--- src/rtl/msi_l1_cache.sv ---
// rtl/msi_l1_cache.sv - direct-mapped MSI-snooping L1 data cache, single-word lines
// Optional hit/miss counters enabled by defining L1_STATS_EN.
module msi_l1_cache #(
    parameter int NUM_LINES = 4,
    parameter int ADDR_W    = 9,
    parameter int DATA_W    = 16
) (
    input  logic              clk,
    input  logic              rst_n,
    input  logic              cpu_read,
    input  logic              cpu_write,
    input  logic [ADDR_W-1:0] cpu_addr,
    input  logic [DATA_W-1:0] cpu_wdata,
    output logic [DATA_W-1:0] cpu_rdata,
    output logic              cpu_ready,
    output logic              bus_req,
    input  logic              bus_gnt,
    output logic [1:0]        bus_op,
    output logic [ADDR_W-1:0] bus_addr,
    output logic [DATA_W-1:0] bus_wdata,
    input  logic [DATA_W-1:0] bus_rdata,
    input  logic              bus_ack,
    input  logic              snoop_valid,
    input  logic [1:0]        snoop_op,
    input  logic [ADDR_W-1:0] snoop_addr,
    output logic              snoop_flush,
`ifdef L1_STATS_EN
    output logic [15:0]       stat_hits,
    output logic [15:0]       stat_misses,
`endif
    output logic [DATA_W-1:0] snoop_data
);

    localparam int IDX_W = $clog2(NUM_LINES);
    localparam int TAG_W = ADDR_W - IDX_W;

    localparam logic [1:0] OP_NONE = 2'b00;
    localparam logic [1:0] OP_RD   = 2'b01;
    localparam logic [1:0] OP_RDX  = 2'b10;
    localparam logic [1:0] OP_WB   = 2'b11;

    typedef enum logic [1:0] {ST_IDLE, ST_WAIT_GNT, ST_WB, ST_FILL} fsm_t;
    typedef enum logic [1:0] {LN_I, LN_S, LN_M} line_t;

    fsm_t              state_q, state_d;
    line_t             st_q   [NUM_LINES];
    logic [TAG_W-1:0]  tag_q  [NUM_LINES];
    logic [DATA_W-1:0] data_q [NUM_LINES];

    logic [IDX_W-1:0] cpu_idx, snp_idx;
    logic [TAG_W-1:0] cpu_tag, snp_tag;
    logic             cpu_req, tag_hit, perm_hit, hit_ok, victim_dirty;
    logic             snp_hit, snp_block;
    line_t            cur_st, snp_st;

    assign cpu_idx = cpu_addr[IDX_W-1:0];
    assign cpu_tag = cpu_addr[ADDR_W-1:IDX_W];
    assign snp_idx = snoop_addr[IDX_W-1:0];
    assign snp_tag = snoop_addr[ADDR_W-1:IDX_W];
    assign cpu_req = cpu_read | cpu_write;

    assign cur_st       = st_q[cpu_idx];
    assign tag_hit      = (cur_st != LN_I) && (tag_q[cpu_idx] == cpu_tag);
    assign perm_hit     = tag_hit && (!cpu_write || cur_st == LN_M);
    assign victim_dirty = (cur_st == LN_M) && (tag_q[cpu_idx] != cpu_tag);

    // Only BusRd/BusRdX hitting a valid line can change its state or force a flush.
    assign snp_st    = st_q[snp_idx];
    assign snp_hit   = snoop_valid && (snp_st != LN_I) && (tag_q[snp_idx] == snp_tag)
                       && (snoop_op == OP_RD || snoop_op == OP_RDX);
    assign snp_block = snp_hit && (snp_idx == cpu_idx);
    assign hit_ok    = (state_q == ST_IDLE) && cpu_req && perm_hit && !snp_block;

    assign snoop_flush = snp_hit && (snp_st == LN_M);
    assign snoop_data  = snoop_flush ? data_q[snp_idx] : '0;

    always_ff @(posedge clk or negedge rst_n) begin
        if (!rst_n) state_q <= ST_IDLE;
        else        state_q <= state_d;
    end

    always_comb begin
        state_d   = state_q;
        cpu_ready = hit_ok;
        cpu_rdata = hit_ok ? data_q[cpu_idx] : '0;
        bus_req   = 1'b0;
        bus_op    = OP_NONE;
        bus_addr  = '0;
        bus_wdata = '0;
        case (state_q)
            ST_IDLE: begin
                if (cpu_req && !perm_hit) state_d = ST_WAIT_GNT;
            end
            ST_WAIT_GNT: begin
                bus_req = 1'b1;
                // Victim checked at grant time: a snoop may have cleaned it while waiting.
                if (bus_gnt) state_d = victim_dirty ? ST_WB : ST_FILL;
            end
            ST_WB: begin
                bus_req   = 1'b1;
                bus_op    = OP_WB;
                bus_addr  = {tag_q[cpu_idx], cpu_idx};
                bus_wdata = data_q[cpu_idx];
                if (bus_ack) state_d = ST_FILL;
            end
            ST_FILL: begin
                bus_req  = 1'b1;
                bus_op   = cpu_write ? OP_RDX : OP_RD;
                bus_addr = cpu_addr;
                if (bus_ack) state_d = ST_IDLE;
            end
            default: state_d = ST_IDLE;
        endcase
    end

    always_ff @(posedge clk or negedge rst_n) begin
        if (!rst_n) begin
            for (int i = 0; i < NUM_LINES; i++) begin
                st_q[i]   <= LN_I;
                tag_q[i]  <= '0;
                data_q[i] <= '0;
            end
        end else begin
            if (snp_hit) begin
                if (snoop_op == OP_RDX)    st_q[snp_idx] <= LN_I;
                else if (snp_st == LN_M)   st_q[snp_idx] <= LN_S;
            end
            if (hit_ok && cpu_write) data_q[cpu_idx] <= cpu_wdata;
            if (state_q == ST_WB && bus_ack) st_q[cpu_idx] <= LN_I;
            if (state_q == ST_FILL && bus_ack) begin
                tag_q[cpu_idx]  <= cpu_tag;
                data_q[cpu_idx] <= bus_rdata;
                st_q[cpu_idx]   <= cpu_write ? LN_M : LN_S;
            end
        end
    end

`ifdef L1_STATS_EN
    logic missed_q;

    always_ff @(posedge clk or negedge rst_n) begin
        if (!rst_n) begin
            missed_q    <= 1'b0;
            stat_hits   <= '0;
            stat_misses <= '0;
        end else begin
            // The retry hit after a fill belongs to the miss, not to the hit count.
            if (state_q == ST_IDLE && state_d == ST_WAIT_GNT) begin
                missed_q <= 1'b1;
                if (stat_misses != 16'hFFFF) stat_misses <= stat_misses + 16'd1;
            end
            if (cpu_ready) begin
                missed_q <= 1'b0;
                if (!missed_q && stat_hits != 16'hFFFF) stat_hits <= stat_hits + 16'd1;
            end
        end
    end
`endif

endmodule
--- config.mk ---
export PLATFORM = sky130hd
export DESIGN_NAME = msi_l1_cache
export DESIGN_NICKNAME = d
export VERILOG_FILES = /design/src/rtl/msi_l1_cache.sv
export SDC_FILE = /design/constraint.sdc
export NUM_CORES = 1
export LEC_CHECK = 0
export BUFFER_PORTS_ARGS = -buffer_cell sky130_fd_sc_hd__buf_2
export CORE_MARGIN = 2
export CORE_UTILIZATION = 60
export DETAILED_ROUTE_END_ITERATION = 7
export MAX_ROUTING_LAYER = met4
export PLACE_DENSITY = 0.94
export SKIP_CTS_REPAIR_TIMING = 1
export SLEW_MARGIN = 20
export SYNTH_ARGS = -nofsm -noshare
export SYNTH_HDL_FRONTEND = slang
export SYNTH_SLANG_ARGS = --single-unit
export TNS_END_PERCENT = 50
--- constraint.sdc ---
create_clock -name clk -period 6.6 [get_ports clk]
set_input_delay 1.32 -clock clk [delete_from_list [all_inputs] [get_ports clk]]
set_output_delay 1.32 -clock clk [all_outputs]
set_load 0.05 [all_outputs]
==> summary.md <==
| Metric | Value |
|---|---|
| Status | finished, final reports clean |
| Count of final setup violators | 0 |
| Crit-path most repeated cell | sky130_fd_sc_hd__buf_2 |
| EDFF count, synth | 0 |
| Sw frac | roughly two fifths |
| Most instantiated flip-flop cell in the synthesis netlist | sky130_fd_sc_hd__dfrtp_1 |
| Synth Area per Inst | 11.6 µm² |
| Die Y-Extent | 109 µm |
| Die span in x | 109 µm |
| Drc violations | 0 |
| Clk Tree Root Cell | sky130_fd_sc_hd__clkbuf_8 |
| Number of diodes | 0 |
| Area Growth Syn to Fin | 13.1% |
| Post-synthesis instance area | about 6700 µm² |
| Leakage power | around 3.4 nW |
| Reg-to-reg slack, setup | 3.07 ns |
| Design area | 7520 µm² |
| Final cell utilization of the core | ~69% |
| CTS H-tree lvls | 3 |
| DR WL/cell | 24.1 µm |
| GP Congestion | 0.956 |
| Number of input and output port buffers inserted | 120 |
| Post-synth cell types | 55 |
| Number of design-rule violations left by the first detailed-router iteration | between 700 and 800 |
| Largest fanout of any net on the critical path | 40 |
| Number of maximum-capacitance violations | 0 |
| Post-DP Area | between 7000 and 8000 µm² |
| Origin of the critical flop-to-flop path | state_q[1] |
| Total internal power | 1.85 mW |
| Placeable core area | about 11,000 µm² |
| Data required time of the worst path | between 5 and 6 ns |
| Worst setup timing slack at the placement stage | between 0.6 and 0.7 ns |
| Number of global-route vias before repair | 5,962 |
| Actual slew at the worst max-slew pin | 1.04 ns |
| Post-layout total power | 3.10 mW |
| Power density over the cells | between 400 and 500 nW/µm² |
| Cell breakdown of the critical path | buf_2 > mux4_1 > xnor2_1 > nand4_4 > nor2_2 > or4b_1 > nor2b_1 > buf_2 |
| Reg2Reg Capture Point | data_q[26] |
| Sort of element at the start of the critical path | input port |
| Share of synthesized flip-flops with an asynchronous set or reset | between 90% and 100% |
| Worst hold path endpoint | tag_q[0] |
| Share of the synthesized area in the top cell type | approximately two fifths |
| DPL Wire Length | about 13,000 µm |
| WS Path Type | input port to output port |
| Top-level I/O count | around 120 |
| Global router's overall resource usage | 35.7% |
| Worst-path clk slew | roughly 0.080 ns |
| WHS | 0.522 ns |
| Number of cells produced by synthesis | ~580 |
| Slowest stage cell, crit path | sky130_fd_sc_hd__or4b_1 |
| Hold Startpoint | tag_q[0] |
| Slew headroom | between 30% and 40% |
| Global-route wire length before repair | between 30,000 and 40,000 µm |
| Remaining global-route overflow | 0 |
| Warnings from Yosys | 0 |
| Power share of the combinational group | between 40% and 50% |
| Power share of the clock group | roughly 14% |
| Worst IR drop on VDD | 0.317 mV |
| Clock insertion delay at the later pin of the skew report | 0.39 ns |
| Fraction of layout instances using a drive strength above 1 | between 40% and 50% |
| Setup Total Neg Slack | 0 ns |
| Via count | around 6k |
| Net load switching power | 1.25 mW |
| Fmax | between 150 and 200 MHz |
| Nets | ~740 |
| Delay of the slowest cell on the worst path | around 0.8 ns |
| FF-to-FF path depth | 5 |
| Number of standard-cell rows in the floorplan | 38 |
| Number of clock sinks | approximately 100 |
| TritonCTS clock tree | yes |
| TritonCTS Buffers | 9 |
| Antenna violations before repair | 0 |
| Total nets after synthesis | 641 |
| Pin count of the biggest net entering global routing | 53 |
| Final Skew | between 0.015 and 0.02 ns |
| Clock tree buffer depth | 2 |
| Post-DRT Antenna Nets | 0 |
| Sequential share of the synthesized area | about two fifths |
| Final cycle utilization of the critical path | about nine tenths |
| Count of state elements after synthesis | a little over 100 |
| Min-delay worst type | flip-flop to flip-flop |
| Hold-critical path depth | 2 |
| Vias/cell | approximately 7.2 |
| Finished Layout Cells | around 820 |
| Effective utilization at floorplan | about 60% |
| Floorplan die area | 11,900 µm² |
| Part of the power in registers | between 30% and 40% |
| Sum of routed wire length over all layers | 19,700 µm |
| Hold Violations, Final | 0 |
| Arrival time at the worst endpoint | between 4 and 5 ns |
| Max Transition Viols Final | 0 |
| Placed insts | 800 |
| Top cells by area in the synthesized netlist | sky130_fd_sc_hd__dfrtp_1, sky130_fd_sc_hd__mux4_2, sky130_fd_sc_hd__o221a_2, sky130_fd_sc_hd__a221o_1, sky130_fd_sc_hd__or3_1 |
| Unrepaired setup endpoints after global routing | no |
| Final setup slack of the worst path | roughly 0.59 ns |
| First-pass detailed-route iteration total | 6 |
| Library cell occupying the most area in the post-synthesis netlist | sky130_fd_sc_hd__dfrtp_1 |
| Post-layout min period | between 6 and 7 ns |
| Crit end category | output port |
==> power by group through the flow <==
stage / combinational (mW) / sequential (mW) / clock (mW)
detailed placement: 1.48 / 1.17 / 0
floorplan: 1.19 / 1.08 / 0
global placement: 1.42 / 1.13 / 0
CTS: 1.48 / 1.16 / 0.434
global route: 1.59 / 1.20 / 0.460
finish: 1.50 / 1.17 / 0.436
==> registers in the layout (all words and copies together) (netlist names) <==
register  flops
data_q       64
tag_q        28
st_q          8
state_q       2
==> synthesized netlist by cell type, drive strengths merged (7+ instances only) <==
library cell and count:
buf 17, dfrtp 102, or2 12, mux2 15, inv 12, or3 33, nand3 8, nor2b 24
nor2 14, xnor2 16, and2 31, a22o 7, a221o 24, mux4 50, o221a 41, and3 28
nand2 51, clkbuf 30
==> kinds of logic (layout without fill, tap and decap cells) <==
kind of cell,Yosys count,after routing,share of synthesized area [%]
and+or+nand+nor,224,224,19.3
AOI/OAI and AO/OA,104,104,15.2
DFF,102,102,38.4
muxes,65,65,19.6
buffers and inverters,59,159,3.89
xor gates and xnor gates,16,16,2.44
adders and majority gates,6,6,1.13
==> worst max path at each step <==
stage | endpoint | startpoint
after global placement | cpu_rdata[10] | cpu_addr[1]
final | cpu_rdata[15] | cpu_addr[1]
after CTS | cpu_rdata[15] | cpu_addr[1]
after detailed placement | cpu_rdata[15] | cpu_addr[1]
after floorplan | cpu_rdata[10] | snoop_addr[0]
after global routing | cpu_rdata[15] | cpu_addr[1]
==> per-layer routing <==
metal  GRT usage [%]  up-vias  part of all wire, %
li1                -     2426                    -
met1            44.4     2890                   36
met2            55.3      467                   49
met3            8.77       96                   11
met4            17.4        0                  4.1
met5               -        -                    0
==> final cells by class <==
type | instances | area (µm²)
Multi-Input combinational cell | 415 | 3850
Fill cell | 741 | 3320
Sequential cell | 102 | 2550
Timing Repair Buffer | 131 | 686
Tap cell | 140 | 175
Clock buffer | 12 | 165
Clock inverter | 4 | 53.8
Inverter | 12 | 45.0
==> layout by cell type, fill, tap and decap left out, drive strengths merged, types with 3 or more instances in the layout <==
cell,n
mux2,15
o21a,3
a31o,3
a32o,4
and3,28
clkbuf,12
nand3b,3
o221a,41
a22o,7
nor2b,24
nor3,3
or2,12
nor2,14
inv,12
nand2,51
dfrtp,102
nand4,5
and2,31
o21ai,6
a221o,24
buf,131
xnor2,16
mux4,50
nand3,8
or3,33
or4,6
ha,6
==> critical path: cells and delay by family <==
| family | cells | cell delay [ns] |
|---|---|---|
| simple gates | 4 | 1.52 |
| xor+xnor | 1 | 0.31 |
| buf+inv | 2 | 1.05 |
| mux | 1 | 0.46 |
Note: power is estimated with default switching activity, not from simulation.
